File: src/rtl/mem_stage.sv
// Memory-access stage: turns EX/MEM address, store data and funct3 into a req/ack
// data-memory transaction, stalls while it is outstanding and formats load results.
module mem_stage #(
   parameter int WORD_SIZE      = 32,
   parameter int TIMEOUT_CYCLES = 16
) (
   input  logic                 clk,
   input  logic                 rst_n,
   input  logic [WORD_SIZE-1:0] alu_data,
   input  logic [WORD_SIZE-1:0] store_data,
   input  logic [2:0]           funct3,
   input  logic                 mem_read,
   input  logic                 mem_write,
   output logic                 dmem_req,
   output logic                 dmem_we,
   output logic [WORD_SIZE-1:0] dmem_addr,
   output logic [WORD_SIZE-1:0] dmem_wdata,
   output logic [3:0]           dmem_be,
   input  logic [WORD_SIZE-1:0] dmem_rdata,
   input  logic                 dmem_ack,
   output logic [WORD_SIZE-1:0] memory_data,
   output logic                 mem_stall,
   output logic                 misaligned,
   output logic                 bus_timeout
);

   typedef enum logic [1:0] {IDLE, BUSY, DONE} state_t;

   localparam logic [7:0] LAST_COUNT = 8'(TIMEOUT_CYCLES - 1);

   state_t         state_reg, state_next;
   logic [7:0]     count_reg;
   logic [1:0]     lane_reg;
   logic [2:0]     fmt_reg;
   logic           load_reg;

   logic           access;
   logic           width_byte;
   logic           width_half;
   logic           rule_hit;
   logic           issue;
   logic [3:0]     be_next;
   logic [WORD_SIZE-1:0] wdata_next;
   logic [WORD_SIZE-1:0] load_fmt;
   logic [7:0]     rd_byte [4];
   logic [7:0]     sel_byte;
   logic [15:0]    sel_half;

   // Reserved widths (funct3[1:0]=11) fall through to word handling.
   assign access     = mem_read | mem_write;
   assign width_byte = (funct3[1:0] == 2'b00);
   assign width_half = (funct3[1:0] == 2'b01);
   assign rule_hit   = width_half ? alu_data[0]
                                  : (!width_byte && (alu_data[1:0] != 2'b00));
   assign misaligned = (state_reg == IDLE) & access & rule_hit;
   assign issue      = (state_reg == IDLE) & access & !rule_hit;
   assign mem_stall  = issue | (state_reg == BUSY);

   always_ff @(posedge clk or negedge rst_n) begin
      if (!rst_n) begin
         state_reg <= IDLE;
      end else begin
         state_reg <= state_next;
      end
   end

   always_comb begin
      state_next = state_reg;
      case (state_reg)
         IDLE:    if (issue) state_next = BUSY;
         BUSY:    if (dmem_ack || (count_reg == LAST_COUNT)) state_next = DONE;
         DONE:    state_next = IDLE;
         default: state_next = IDLE;
      endcase
   end

   // Store lane placement; loads always read the full word.
   always_comb begin
      be_next    = 4'b1111;
      wdata_next = store_data;
      if (width_byte) begin
         wdata_next = {4{store_data[7:0]}};
      end else if (width_half) begin
         wdata_next = {2{store_data[15:0]}};
      end
      if (mem_write) begin
         if (width_byte) begin
            be_next = 4'b0001 << alu_data[1:0];
         end else if (width_half) begin
            be_next = 4'b0011 << alu_data[1:0];
         end
      end
   end

   for (genvar gi = 0; gi < 4; gi++) begin : g_lane
      assign rd_byte[gi] = dmem_rdata[8*gi +: 8];
   end

   assign sel_byte = rd_byte[lane_reg];
   assign sel_half = lane_reg[1] ? dmem_rdata[31:16] : dmem_rdata[15:0];

   always_comb begin
      load_fmt = dmem_rdata;
      case (fmt_reg)
         3'b000:  load_fmt = {{24{sel_byte[7]}}, sel_byte};
         3'b100:  load_fmt = {24'd0, sel_byte};
         3'b001:  load_fmt = {{16{sel_half[15]}}, sel_half};
         3'b101:  load_fmt = {16'd0, sel_half};
         default: load_fmt = dmem_rdata;
      endcase
   end

   always_ff @(posedge clk or negedge rst_n) begin
      if (!rst_n) begin
         count_reg   <= 8'd0;
         lane_reg    <= 2'b00;
         fmt_reg     <= 3'b000;
         load_reg    <= 1'b0;
         dmem_req    <= 1'b0;
         dmem_we     <= 1'b0;
         dmem_addr   <= '0;
         dmem_wdata  <= '0;
         dmem_be     <= 4'b0000;
         memory_data <= '0;
         bus_timeout <= 1'b0;
      end else begin
         bus_timeout <= 1'b0;
         case (state_reg)
            IDLE: begin
               if (issue) begin
                  dmem_req   <= 1'b1;
                  dmem_we    <= mem_write;
                  dmem_addr  <= {alu_data[WORD_SIZE-1:2], 2'b00};
                  dmem_be    <= be_next;
                  dmem_wdata <= wdata_next;
                  lane_reg   <= alu_data[1:0];
                  fmt_reg    <= funct3;
                  load_reg   <= !mem_write;
                  count_reg  <= 8'd0;
               end
            end
            BUSY: begin
               count_reg <= count_reg + 8'd1;
               if (dmem_ack) begin
                  dmem_req <= 1'b0;
                  if (load_reg) memory_data <= load_fmt;
               end else if (count_reg == LAST_COUNT) begin
                  dmem_req    <= 1'b0;
                  memory_data <= '0;
                  bus_timeout <= 1'b1;
               end
            end
            default: ;
         endcase
      end
   end

endmodule
File: config.mk
export PLATFORM = sky130hd
export DESIGN_NAME = mem_stage
export DESIGN_NICKNAME = d
export VERILOG_FILES = /design/src/rtl/mem_stage.sv
export SDC_FILE = /design/constraint.sdc
export NUM_CORES = 1
export LEC_CHECK = 0
export ABC_AREA = 1
export CORE_MARGIN = 2
export CORE_UTILIZATION = 45
export DETAILED_ROUTE_END_ITERATION = 16
export PLACE_DENSITY = 0.92
export SKIP_LAST_GASP = 1
export SLEW_MARGIN = 30
export SYNTH_ARGS = -nofsm -noshare
export SYNTH_HDL_FRONTEND = slang
export SYNTH_SLANG_ARGS = --single-unit
File: constraint.sdc
create_clock -name clk -period 3.53 [get_ports clk]
set_input_delay 0.5295 -clock clk [delete_from_list [all_inputs] [get_ports clk]]
set_output_delay 0.5295 -clock clk [all_outputs]
set_load 0.01 [all_outputs]
== Word level (Yosys, flattened, before mapping) ==
Index checks and enable logic that the tools add are counted.
Widths: inputs -> output; s select.
Storage, ports and cells
  bits in registers: 117
  latch bits: 0
  memory bits (writable): 0
  bits in read-only memories: 0
  input bits: 104
  output and inout port bits: 105
  logic and storage cells: 74
  memories kept: 0
Cells by class
  add/sub/neg operators: 1
  multiply operators: 0
  divide/modulo/power cells: 0
  magnitude comparators: 1
  equality and inequality tests: 10
  shift-type cells: 2
  mux-type cells: 26
  bitwise operators: 6
  reductions and logical operators: 16
Operators with widths (number)
  $mux 32: 5
  $pmux 32 s4: 1
  $mux 8: 3
  $bmux 8 s2: 1
  $mux 16: 1
  $pmux 8 s2: 1
  $mux 4: 3
  $add 8x1->8 const B: 1
  $eq 8x4->1 const B: 1
  $mux 1: 7
  $eq 3x3->1 const B: 2
  $reduce_and 2->1: 3
  $reduce_and 3->1: 2
  $reduce_bool 2->1: 3
  $eq 2x1->1 const B: 2
  $logic_not 2->1: 2
  $mux 2: 2
  $ne 2x1->1 const B: 2
  $pmux 2 s2: 1
  $shl 1x2->4 const A: 1
  $shl 2x2->4 const A: 1
  $and 1x1->1: 3
  $eq 3x1->1 const B: 1
  $ge 3x3->1 const B: 1
  9 further kinds: 12

== Longest topological paths before layout ==
  depth in word-level cells: 8
  depth in mapped cells: 9
  depth with buffers taken out: 8

== Least setup slack after synthesis ==
No wires, ideal clock.
  path type: input to output
  start point: input alu_data[0]
  end point: output mem_stall
  arrival: 1.486 ns
  required time: 3.000 ns
  path slack: 1.515 ns
  cell stages on the path: 7
  path buffers: 0
  cell sequence: inv_1 ha_1 or2_1 nand2_2 nor2_4 nor2_1 inv_1
Between the ends
  cells in the longest elaborated chain, start to end: 6
Ends and longest elaborated chain
  from (decl): RTL line 9  | input logic [WORD_SIZE-1:0] alu_data,
  $reduce_bool 2->1: RTL line 54  | : (!width_byte && (alu_data[1:0] != 2'b00));
  $logic_and 1x1->1: RTL line 54
  $mux 1 (*): RTL line 53  | assign rule_hit = width_half ? alu_data[0]
  $logic_not 1->1 (*): RTL line 56  | assign issue = (state_reg == IDLE) & access & !rule_hit;
  $and 1x1->1 (*): RTL line 56
  $or 1x1->1 (*): RTL line 57  | assign mem_stall = issue | (state_reg == BUSY);
  to (decl): RTL line 22  | output logic mem_stall,
Mark *: on every way between the ends. The rest lies on a longest branch, timed or not.

== Worst setup path after layout ==
  start point: input alu_data[1]
  end point: output mem_stall
Between the ends
  cells in the longest elaborated chain, start to end: 6
Ends and longest elaborated chain (RTL line)
  $reduce_bool 2->1: 54
  $logic_and 1x1->1: 54
  $mux 1: 53
  $logic_not 1->1: 56
  $and 1x1->1: 56
  $or 1x1->1: 57
No other way between the ends.

==> flow_summary.json <==
{
  "status": "finished clean",
  "path_clk_slew_ns": 0.05,
  "start_util_pct": 46.47,
  "period_share_pct": 86.44,
  "crit_path_end_kind": "primary output",
  "vias": 6030,
  "critPathTopFamily": "buffers and inverters",
  "grt_pass1_wl_um": 29430,
  "setup-tns-final_ns": 0,
  "dieArea_um2": 14070,
  "start_kind": "input pin",
  "worst-path-buf-inv": 4,
  "drt_wl_total_um": 18400,
  "synth_edf_count": 0,
  "reg_top3": "dmem_wdata x32, memory_data x32, dmem_addr x30",
  "crit_type": "input pin to primary output",
  "rsz0062_at_grt": "false",
  "ir_drop_mv": 0.4608,
  "cp.required_ns": 3.00,
  "path_max_fanout": 5,
  "slew_viol_final": 0,
  "grt_overflow": 0,
  "cts_buffers": 17,
  "worstPathArrival_ns": 2.52,
  "firstDrtPassIters": 5,
  "grt_pass1_vias": 5914,
  "clockBufferDepth": 2,
  "drtAntennaViolNets": 0,
  "setup_slack_ns": 0.4788,
  "tritoncts": "yes",
  "drtIter0Drc": 640,
  "drive_gt1_share_pct": 7.473,
  "gp_congestion": 0.9125,
  "wire_per_inst_um": 15.48,
  "hold_violations": 0,
  "critPathSlowestCell": "clkdlybuf4s50_1",
  "globalRouteTotalUtil_pct": 26.41,
  "hold_buffers": 0,
  "netlist_instances": 804,
  "area_growth_pct": 46.81,
  "fp-row-count": 41,
  "timing.max_cap.violations": 0,
  "n_antenna_cell": 0,
  "h-tree-depth": 4,
  "tightest_slew_ns": 0.7930,
  "synth.yosys.warnings": 0,
  "dp_cells": 1157,
  "vias_per_cell": 5.071,
  "dp_hpwl_um": 12990,
  "min_path_type": "input pin to async pin",
  "fin_cells": 1189,
  "leakage_uw": 0.004419,
  "antenna_found_initial": 0,
  "p_per_area_nw_per_um2": 816.9,
  "clock_skew_ns": 0.007152,
  "portBuffers": 206,
  "ys.flop_type": "dfrtp_1",
  "async_reset_ff_share_pct": 100.0,
  "finalSetupViolCount": 0,
  "clock.fmax_ghz": 0.3277,
  "fin_crit_ns": 3.051,
  "grt_start_max_net_pins": 70,
  "cpPeakStageDelay_ns": 0.57,
  "seq_area_frac_synth_pct": 49.52,
  "io_pins": 209,
  "clkSinkCount": 117,
  "cts_resized": 0,
  "ys_ff_latch": 117,
  "cts_setup_buffers": 0,
  "root_buffer": "clkbuf_16",
  "synth_area_per_cell_um2": 7.353,
  "die_y_um": 118.6,
  "dp_slack_ns": 0.5023,
  "slew_headroom_pct": 47.13,
  "power_uw": 7091,
  "synth_area_um2": 5912,
  "die_w_um": 118.6,
  "coreArea_um2": 12720,
  "layout.nets": 1113,
  "drc": 0,
  "crit_path_cell_trace": "clkdlybuf4s50_1 > inv_1 > ha_1 > or2_1 > nand2_2 > nor2_4 > nor2_1 > inv_1 > clkdlybuf4s50_1",
  "r2r_setup_slack_ns": 1.56,
  "clk_latency_ns": 0.42,
  "yosys.cell_types.count": 32
}
## stage by stage
step | hold slack (ns) | utilization (%) | area [um^2]
global route | 0.2638 | 68.22 | 8680
global placement | 0.4533 | 63.49 | 8078
detailed placement | 0.4573 | 63.49 | 8078
CTS | 0.2163 | 68.22 | 8680
finish | 0.1932 | 68.22 | 8680
floorplan | 0.2339 | - | 5916
## cell usage after synthesis, types with 3 or more instances
| library cell | number | share of area [%] |
|---|---|---|
| clkinv_1 | 3 | 0.19 |
| nand2_2 | 10 | 1.1 |
| ha_1 | 5 | 1.1 |
| or2_2 | 9 | 0.95 |
| nand4_1 | 5 | 0.53 |
| a21oi_2 | 3 | 0.44 |
| clkbuf_1 | 10 | 0.63 |
| o21ai_1 | 4 | 0.34 |
| nand3_1 | 31 | 2.6 |
| buf_2 | 14 | 1.2 |
| o211ai_1 | 7 | 0.89 |
| o21ai_0 | 26 | 2.2 |
| inv_2 | 5 | 0.32 |
| dfrtp_1 | 117 | 50 |
| buf_6 | 6 | 1.1 |
| inv_1 | 46 | 2.9 |
| nor2_1 | 46 | 2.9 |
| a21oi_1 | 27 | 2.3 |
| nand2_1 | 411 | 26 |
## cell families after synthesis
| logic type | after synthesis | share of synthesized area [%] |
|---|---|---|
| other cells | 1 | 0.06343 |
| flops | 117 | 49.52 |
| buf+inv | 92 | 7.450 |
| compound gates | 68 | 6.286 |
| simple gates | 521 | 35.62 |
| fa+ha+maj | 5 | 1.058 |
## cells in the final DEF (no fill, tap or decap), drive strengths merged
| cell type | instances |
|---|---|
| nand2 | 423 |
| clkdlybuf4s50 | 205 |
| dfrtp | 117 |
| inv | 53 |
| nor2 | 49 |
| nand3 | 31 |
| a21oi | 30 |
| o21ai | 30 |
| clkbuf | 22 |
| buf | 11 |
| or2 | 10 |
| clkinv | 9 |
| o211ai | 7 |
| nand4 | 5 |
| ha | 5 |
| bufinv | 3 |
| conb | 2 |
| nor3 | 2 |
| o21a | 1 |
| nand2b | 1 |
| clkinvlp | 1 |
## report_power, final
part	total [uW]	switching (uW)	internal (uW)
combinational	3000	1540	1470
clock	1760	604	1160
sequential	2330	414	1920
total	7090	2550	4540
## final cells by class
| class | instances | area (um^2) |
|---|---|---|
| Multi-Input combinational cell | 596 | 2547 |
| Tap cell | 172 | 215.2 |
| Inverter | 56 | 215.2 |
| Fill cell | 1032 | 4043 |
| Timing Repair Buffer | 216 | 2172 |
| Clock inverter | 10 | 127.6 |
| Clock buffer | 22 | 474.2 |
| Sequential cell | 117 | 2928 |
## final timing paths
check	cells past startpoint	to	from
worst max-delay path	9	mem_stall	alu_data[1]
min in group clk	2	dmem_wdata[4]	dmem_wdata[4]
max in group asynchronous	2	count_reg[1]	rst_n
worst min register to register	2	dmem_wdata[4]	dmem_wdata[4]
worst min-delay path	1	memory_data[20]	rst_n
worst max register to register	8	memory_data[18]	lane_reg[1]
## per-layer routing
metal  track usage [%]  vias up  part of all wire, %
li1                  -     2871                    -
met1             31.95     2783                   39
met2             42.67      329                   47
met3             9.122       47                   10
met4             11.53        0                  3.1
met5                 0        -                    0
No activity file was read; power rests on OpenSTA's default activity.
